`src/rtl/game_sched_pkg.sv`:
```
// Shared types and helpers for the dino runner run-time controller.
package game_sched_pkg;

    typedef enum logic [1:0] {
        ST_IDLE  = 2'd0,
        ST_RUN   = 2'd1,
        ST_PAUSE = 2'd2
    } state_e;

    typedef logic [3:0] cfg_t;

    localparam cfg_t LEVEL_MAX = 4'd15;

    // Clamp a 5-bit sum to a 4-bit ceiling.
    function automatic cfg_t sat_cfg(input logic [4:0] v, input cfg_t lim);
        return (v > {1'b0, lim}) ? lim : v[3:0];
    endfunction

endpackage

```
`src/rtl/game_sched_btn_debounce.sv`:
```
// Button conditioner: 2-flop synchronizer, stability counter, debounced
// level and a one-cycle pulse on the debounced rising edge.
module btn_debounce #(
    parameter int DEB_CYCLES = 65536
) (
    input  logic clk_i,
    input  logic rst_i,
    input  logic btn_i,
    output logic level_o,
    output logic rise_o
);

    localparam int CW = $clog2(DEB_CYCLES + 1);
    localparam logic [CW-1:0] CNT_LAST = CW'(DEB_CYCLES - 1);

    logic          sync1_q, sync2_q;
    logic [CW-1:0] cnt_q, cnt_d;
    logic          deb_q, deb_d;
    logic          rise_q, rise_d;

    // Flip the debounced level on the DEB_CYCLES-th consecutive disagreeing
    // cycle; any agreeing cycle restarts the count.
    always_comb begin
        cnt_d  = cnt_q;
        deb_d  = deb_q;
        rise_d = 1'b0;
        if (sync2_q != deb_q) begin
            if (cnt_q == CNT_LAST) begin
                deb_d  = sync2_q;
                cnt_d  = '0;
                rise_d = sync2_q;
            end else begin
                cnt_d = cnt_q + CW'(1);
            end
        end else begin
            cnt_d = '0;
        end
    end

    // Synchronizer and debounce state registers.
    always_ff @(posedge clk_i) begin
        if (rst_i) begin
            sync1_q <= 1'b0;
            sync2_q <= 1'b0;
            cnt_q   <= '0;
            deb_q   <= 1'b0;
            rise_q  <= 1'b0;
        end else begin
            sync1_q <= btn_i;
            sync2_q <= sync1_q;
            cnt_q   <= cnt_d;
            deb_q   <= deb_d;
            rise_q  <= rise_d;
        end
    end

    assign level_o = deb_q;
    assign rise_o  = rise_q;

endmodule

```
`src/rtl/game_sched.sv`:
```
// Run-time controller for the dino runner core: debounces the buttons,
// sequences IDLE/RUN/PAUSE, counts frames into difficulty levels and drives
// the game's speed/accel configuration.
// Optional macro GAME_SCHED_ACCEL_RAMP_EN ramps cfg_accel with the level;
// when undefined cfg_accel stays at ACCEL_INIT (outside override).
module game_sched
    import game_sched_pkg::*;
#(
    parameter int FRAMES_PER_LEVEL = 600,
    parameter int SPEED_INIT       = 2,
    parameter int SPEED_MAX        = 15,
    parameter int ACCEL_INIT       = 4,
    parameter int DEB_CYCLES       = 65536
) (
    input  logic       clock,
    input  logic       reset,
    input  logic       jump_btn,
    input  logic       halt_btn,
    input  logic       vsync_in,
    input  logic       override_in,
    input  logic [3:0] speed_man,
    input  logic [3:0] accel_man,
    output logic       jump_out,
    output logic       halt_out,
    output logic [3:0] cfg_speed,
    output logic [3:0] cfg_accel,
    output logic [3:0] level
);

    localparam int FCW = $clog2(FRAMES_PER_LEVEL + 1);
    localparam logic [FCW-1:0] FC_LAST = FCW'(FRAMES_PER_LEVEL - 1);

    // Handshake-free block: events are single-cycle pulses, consumed on the
    // cycle they are high; no valid/ready back-pressure exists.
    logic jump_lvl, jump_evt, halt_evt;
    logic halt_lvl_unused;  // halt only acts on its press edge

    btn_debounce #(.DEB_CYCLES(DEB_CYCLES)) u_jump_deb (
        .clk_i   (clock),
        .rst_i   (reset),
        .btn_i   (jump_btn),
        .level_o (jump_lvl),
        .rise_o  (jump_evt)
    );

    btn_debounce #(.DEB_CYCLES(DEB_CYCLES)) u_halt_deb (
        .clk_i   (clock),
        .rst_i   (reset),
        .btn_i   (halt_btn),
        .level_o (halt_lvl_unused),
        .rise_o  (halt_evt)
    );

    state_e         state_q, state_d;
    logic [FCW-1:0] frame_cnt_q, frame_cnt_d;
    cfg_t           level_q, level_d;
    logic           ov1_q, ov2_q;
    logic           vsync_prev_q;
    logic           frame_tick;
    logic           halt_q, halt_d;
    logic           jump_q, jump_d;
    cfg_t           speed_q, speed_d;
    cfg_t           accel_q, accel_d;
    cfg_t           ramp_speed, ramp_accel;

    // vsync is active-low; a frame starts on its falling edge.
    assign frame_tick = vsync_prev_q & ~vsync_in;

    // Next-state logic for the game sequencer and frame/level counters.
    always_comb begin
        state_d     = state_q;
        frame_cnt_d = frame_cnt_q;
        level_d     = level_q;
        case (state_q)
            ST_IDLE: begin
                frame_cnt_d = '0;
                level_d     = '0;
                if (jump_evt) state_d = ST_RUN;
            end
            ST_RUN: begin
                // Tick is counted even when halt moves us to PAUSE this cycle.
                if (frame_tick) begin
                    if (frame_cnt_q == FC_LAST) begin
                        frame_cnt_d = '0;
                        if (level_q != LEVEL_MAX) level_d = level_q + 4'd1;
                    end else begin
                        frame_cnt_d = frame_cnt_q + FCW'(1);
                    end
                end
                if (halt_evt) state_d = ST_PAUSE;
            end
            ST_PAUSE: begin
                // Halt has priority over jump when both arrive together.
                if (halt_evt) begin
                    state_d = ST_RUN;
                end else if (jump_evt) begin
                    state_d     = ST_IDLE;
                    frame_cnt_d = '0;
                    level_d     = '0;
                end
            end
            default: state_d = ST_IDLE;
        endcase
    end

    // Ramp values and next output register values.
    always_comb begin
        ramp_speed = sat_cfg(5'(SPEED_INIT) + {1'b0, level_q}, cfg_t'(SPEED_MAX));
`ifdef GAME_SCHED_ACCEL_RAMP_EN
        ramp_accel = sat_cfg(5'(ACCEL_INIT) + {2'b00, level_q[3:1]}, LEVEL_MAX);
`else
        ramp_accel = cfg_t'(ACCEL_INIT);
`endif
        halt_d  = (state_q != ST_RUN);
        jump_d  = (state_q == ST_RUN) && jump_lvl;
        speed_d = ov2_q ? speed_man : ramp_speed;
        accel_d = ov2_q ? accel_man : ramp_accel;
    end

    // State, counters, override synchronizer, vsync edge register, outputs.
    always_ff @(posedge clock) begin
        if (reset) begin
            state_q      <= ST_IDLE;
            frame_cnt_q  <= '0;
            level_q      <= '0;
            ov1_q        <= 1'b0;
            ov2_q        <= 1'b0;
            vsync_prev_q <= 1'b1;
            halt_q       <= 1'b1;
            jump_q       <= 1'b0;
            speed_q      <= cfg_t'(SPEED_INIT);
            accel_q      <= cfg_t'(ACCEL_INIT);
        end else begin
            state_q      <= state_d;
            frame_cnt_q  <= frame_cnt_d;
            level_q      <= level_d;
            ov1_q        <= override_in;
            ov2_q        <= ov1_q;
            vsync_prev_q <= vsync_in;
            halt_q       <= halt_d;
            jump_q       <= jump_d;
            speed_q      <= speed_d;
            accel_q      <= accel_d;
        end
    end

    assign halt_out  = halt_q;
    assign jump_out  = jump_q;
    assign cfg_speed = speed_q;
    assign cfg_accel = accel_q;
    assign level     = level_q;

endmodule

```
`config.mk`:
```
export PLATFORM = sky130hd
export DESIGN_NAME = game_sched
export DESIGN_NICKNAME = d
export VERILOG_FILES = /design/src/rtl/game_sched_pkg.sv /design/src/rtl/game_sched_btn_debounce.sv /design/src/rtl/game_sched.sv
export SDC_FILE = /design/constraint.sdc
export NUM_CORES = 1
export LEC_CHECK = 0
export ABC_CLOCK_PERIOD_IN_PS = 2450
export BUFFER_PORTS_ARGS = -buffer_cell sky130_fd_sc_hd__buf_4
export CORE_AREA = 2 2 101 142
export CTS_BUF_LIST = sky130_fd_sc_hd__clkbuf_16
export CTS_CLUSTER_DIAMETER = 200
export DETAILED_ROUTE_END_ITERATION = 8
export DIE_AREA = 0 0 103 144
export PLACE_DENSITY = 0.41
export SLEW_MARGIN = 25
export SYNTH_ARGS = -nofsm -noshare
export SYNTH_HDL_FRONTEND = slang
export SYNTH_SLANG_ARGS = --single-unit
export TNS_END_PERCENT = 100
```
`constraint.sdc`:
```
create_clock -name clock -period 2.45 [get_ports clock]
set_input_delay 0.3675 -clock clock [delete_from_list [all_inputs] [get_ports clock]]
set_output_delay 0.3675 -clock clock [all_outputs]
set_load 0.005 [all_outputs]
```
==> impl_metrics.json <==
{
  "final-seq-area_sq_um": 1421,
  "crit-reg2reg-capture": "u_jump_deb.cnt_q[15]$_SDFF_PP0_",
  "layout_commonest_cell": "dfxtp_1",
  "htreeDepth": 3,
  "drt_pass1_iterations": 4,
  "hp-class": "in -> reg",
  "drive_gt1_frac": 0.1751,
  "areaGrowthSynthToFinish_pct": 23.02,
  "post-cts-setup-buffers": 0,
  "slew_headroom": 0.7261,
  "hpwl_microns": 3919,
  "synth_ff_type": "dfxtp_1",
  "ir_worst_vdd_uv": 286.1,
  "viasPerCell": 4.076,
  "rows": 51,
  "grt_pass1_vias": 2072,
  "final.min_clock_period_ns": 2.028,
  "multi_input_area_sq_um": 1529,
  "worstPathRequired_ns": 2.66,
  "maxCapViolCount": 0,
  "worst_slack_ns": 0.4224,
  "synth_top_area_frac": 0.4654,
  "crit_arrival_ns": 2.24,
  "root_buffer": "clkbuf_16",
  "grt_overflow": 0,
  "crit_path_start_kind": "flip-flop",
  "crit_type": "reg -> reg",
  "hold_path_end": "cfg_accel[2]$_SDFF_PP1_",
  "critPathMaxFanout": 17,
  "grt_max_degree": 30,
  "routed_wl_microns": 5649,
  "cts_tree": "yes",
  "diodes": 0,
  "final_cell_mix": "71 x dfxtp_1, 52 x nor2_1, 31 x buf_4, 24 x xor2_1",
  "maxSlewViolCount": 0,
  "regToRegSetupSlack_ns": 0.42,
  "synthCells": 317,
  "end_kind": "flip-flop",
  "synth.distinct_cells": 49,
  "clk_latency_ns": 0.33,
  "track_usage": 0.08205,
  "drtIter0Drc": 92,
  "die-area_sq_um": 14830,
  "finalSetupTns_ns": 0,
  "finalCritPeriodShare": 0.8276,
  "wire_per_inst_microns": 10.48,
  "finalHoldWorstSlack_ns": 0.2210,
  "io_pins": 28,
  "initial_core_util": 0.2237,
  "yosys.area.top_type": "dfxtp_1",
  "yosys-top-cells-area": "dfxtp_1 47%, xor2_1 6.9%, nor2_1 6.4%",
  "cts_resized": 0,
  "fillers": 1479,
  "synth-seq-cells": 71,
  "synth_area_sq_um": 3054,
  "async_flop_share": 0,
  "cts_buffer_depth": 2,
  "leakage_nw": 1.330,
  "worst_pin_slew_ns": 0.4100,
  "synth_fp_nets": 340,
  "place_ws_ns": 0.3624,
  "die_h_microns": 144,
  "portBuffers": 27,
  "core_sq_um": 13660,
  "r2r_cells": 8,
  "detail-route-antenna-nets": 0,
  "clk_pin_slew_ns": 0.05,
  "grt_antenna_before_repair": 0,
  "worstHoldStart": "accel_man[2]",
  "drcViolationCount": 0,
  "max_freq_mhz": 493.2,
  "outcome": "finished clean",
  "skew_ns": 0.006526,
  "yosysWarnings": 0,
  "syn_avg_cell_area_sq_um": 9.635,
  "setup_viol": 0,
  "powerDensity_nw_per_um2": 681.7,
  "cts_buffers": 9,
  "whs_path_depth": 2,
  "hold_buffers": 0,
  "worstReg2RegStart": "u_jump_deb.cnt_q[0]$_SDFF_PP0_",
  "routed-via-count": 2197,
  "cts.sinks": 71,
  "rsz0062_at_grt": "false",
  "finalHoldViolCount": 0,
  "fin_nets": 372,
  "place_congestion": 0.7211,
  "synth_edf_count": 0,
  "grt_pass1_wl_microns": 9439,
  "ys_seq_area_frac": 0.4654,
  "die_w_microns": 103
}
## state kept, by name (all words and copies together), names as in the netlist
signal              cells
u_jump_deb.rise_o       1
u_jump_deb.cnt_q       17
vsync_prev_q            1
u_halt_deb.rise_o       1
u_halt_deb.sync2_q      1
u_halt_deb.level_o      1
u_halt_deb.cnt_q       17
u_jump_deb.level_o      1
ov2_q                   1
jump_out                1
level                   4
cfg_speed               4
state_q                 2
halt_out                1
ov1_q                   1
u_halt_deb.sync1_q      1
u_jump_deb.sync2_q      1
cfg_accel               4
frame_cnt_q            10
u_jump_deb.sync1_q      1
## cell type report
class	count	share of cell area
multi-input combinational	226	0.4069
clock buffer	9	0.05994
timing repair buffer	31	0.06194
sequential	71	0.3783
inverter	10	0.009990
clock inverter	7	0.02131
tap	185	0.06161
## cells by family (layout without fill, tap and decap cells)
group,Yosys count,in the layout,share of synthesized area
buffers and inverters,20,57,0.03400
xor gates and xnor gates,38,38,0.1090
AOI/OAI and AO/OA,31,31,0.07251
and+or+nand+nor,144,144,0.2683
adders and majority gates,9,9,0.03687
muxes,4,4,0.01393
DFF,71,71,0.4654
## synth_stat cells (2+ instances only)
cell type  instances
o21ai_0            3
nor3_1             2
o2111ai_1          4
dfxtp_1           71
xnor2_1           14
a31oi_1            2
ha_1               9
a21oi_1            9
or3_1              4
nor4_2             2
and2_1             5
nor4bb_1           2
xor2_1            24
inv_1             10
nor3_2             4
nor2_2             4
and3_1             6
nor2b_1           12
nand2b_1           5
and4_1             2
nand3_1           14
and4bb_1           2
clkbuf_1           4
nor2_1            52
o211ai_1           4
buf_6              3
mux2_1             2
nand3_2            3
mux2i_1            2
buf_2              2
nand3b_1           3
nand2_1           12
nand4_1            4
## worst max-delay path: stages, from the launching register on
cell and delay (ns):
dfxtp_1 0.36, ha_1 0.22, nand2_1 0.12, nor4_2 0.38
and3_1 0.22, ha_1 0.19, or3_1 0.12, buf_4 0.22
nor2_1 0.08
## report_power, final
part	internal (W)	switching [W]
sequential	0.00116	0.00000450
clock	0.000874	0.000468
combinational	0.0000271	0.0000231
total	0.00207	0.000496
## worst max path at each step
stage	depth (start not counted)	slack (ns)	startpoint	to
after CTS	8	0.38	u_jump_deb.cnt_q[0]$_SDFF_PP0_	u_jump_deb.cnt_q[3]$_SDFF_PP0_
after floorplan	9	0.53	u_halt_deb.cnt_q[0]$_SDFF_PP0_	u_halt_deb.cnt_q[2]$_SDFF_PP0_
after detailed placement	8	0.36	u_jump_deb.cnt_q[0]$_SDFF_PP0_	u_jump_deb.cnt_q[3]$_SDFF_PP0_
final	8	0.42	u_jump_deb.cnt_q[0]$_SDFF_PP0_	u_jump_deb.cnt_q[15]$_SDFF_PP0_
after global routing	8	0.20	u_jump_deb.cnt_q[0]$_SDFF_PP0_	u_jump_deb.cnt_q[3]$_SDFF_PP0_
after global placement	8	0.42	u_jump_deb.cnt_q[0]$_SDFF_PP0_	u_jump_deb.cnt_q[7]$_SDFF_PP0_
## metrics by stage
stage,power (W),util,area [sq um],instances
after floorplan,0.001220,-,3054,317
after global placement,0.001245,0.2528,3452,523
after detailed placement,0.001245,0.2528,3452,523
after CTS,0.002615,0.2752,3757,539
after global routing,0.002659,0.2752,3757,539
final,0.002562,0.2752,3757,539
## per-layer routing
metal | part of all wire | global-route usage
met5 | 0 | 0
met4 | 0.025 | 0.05194
met3 | 0.034 | 0.01933
met2 | 0.50 | 0.1374
met1 | 0.44 | 0.09207
Note: power is estimated with default switching activity, not from simulation.
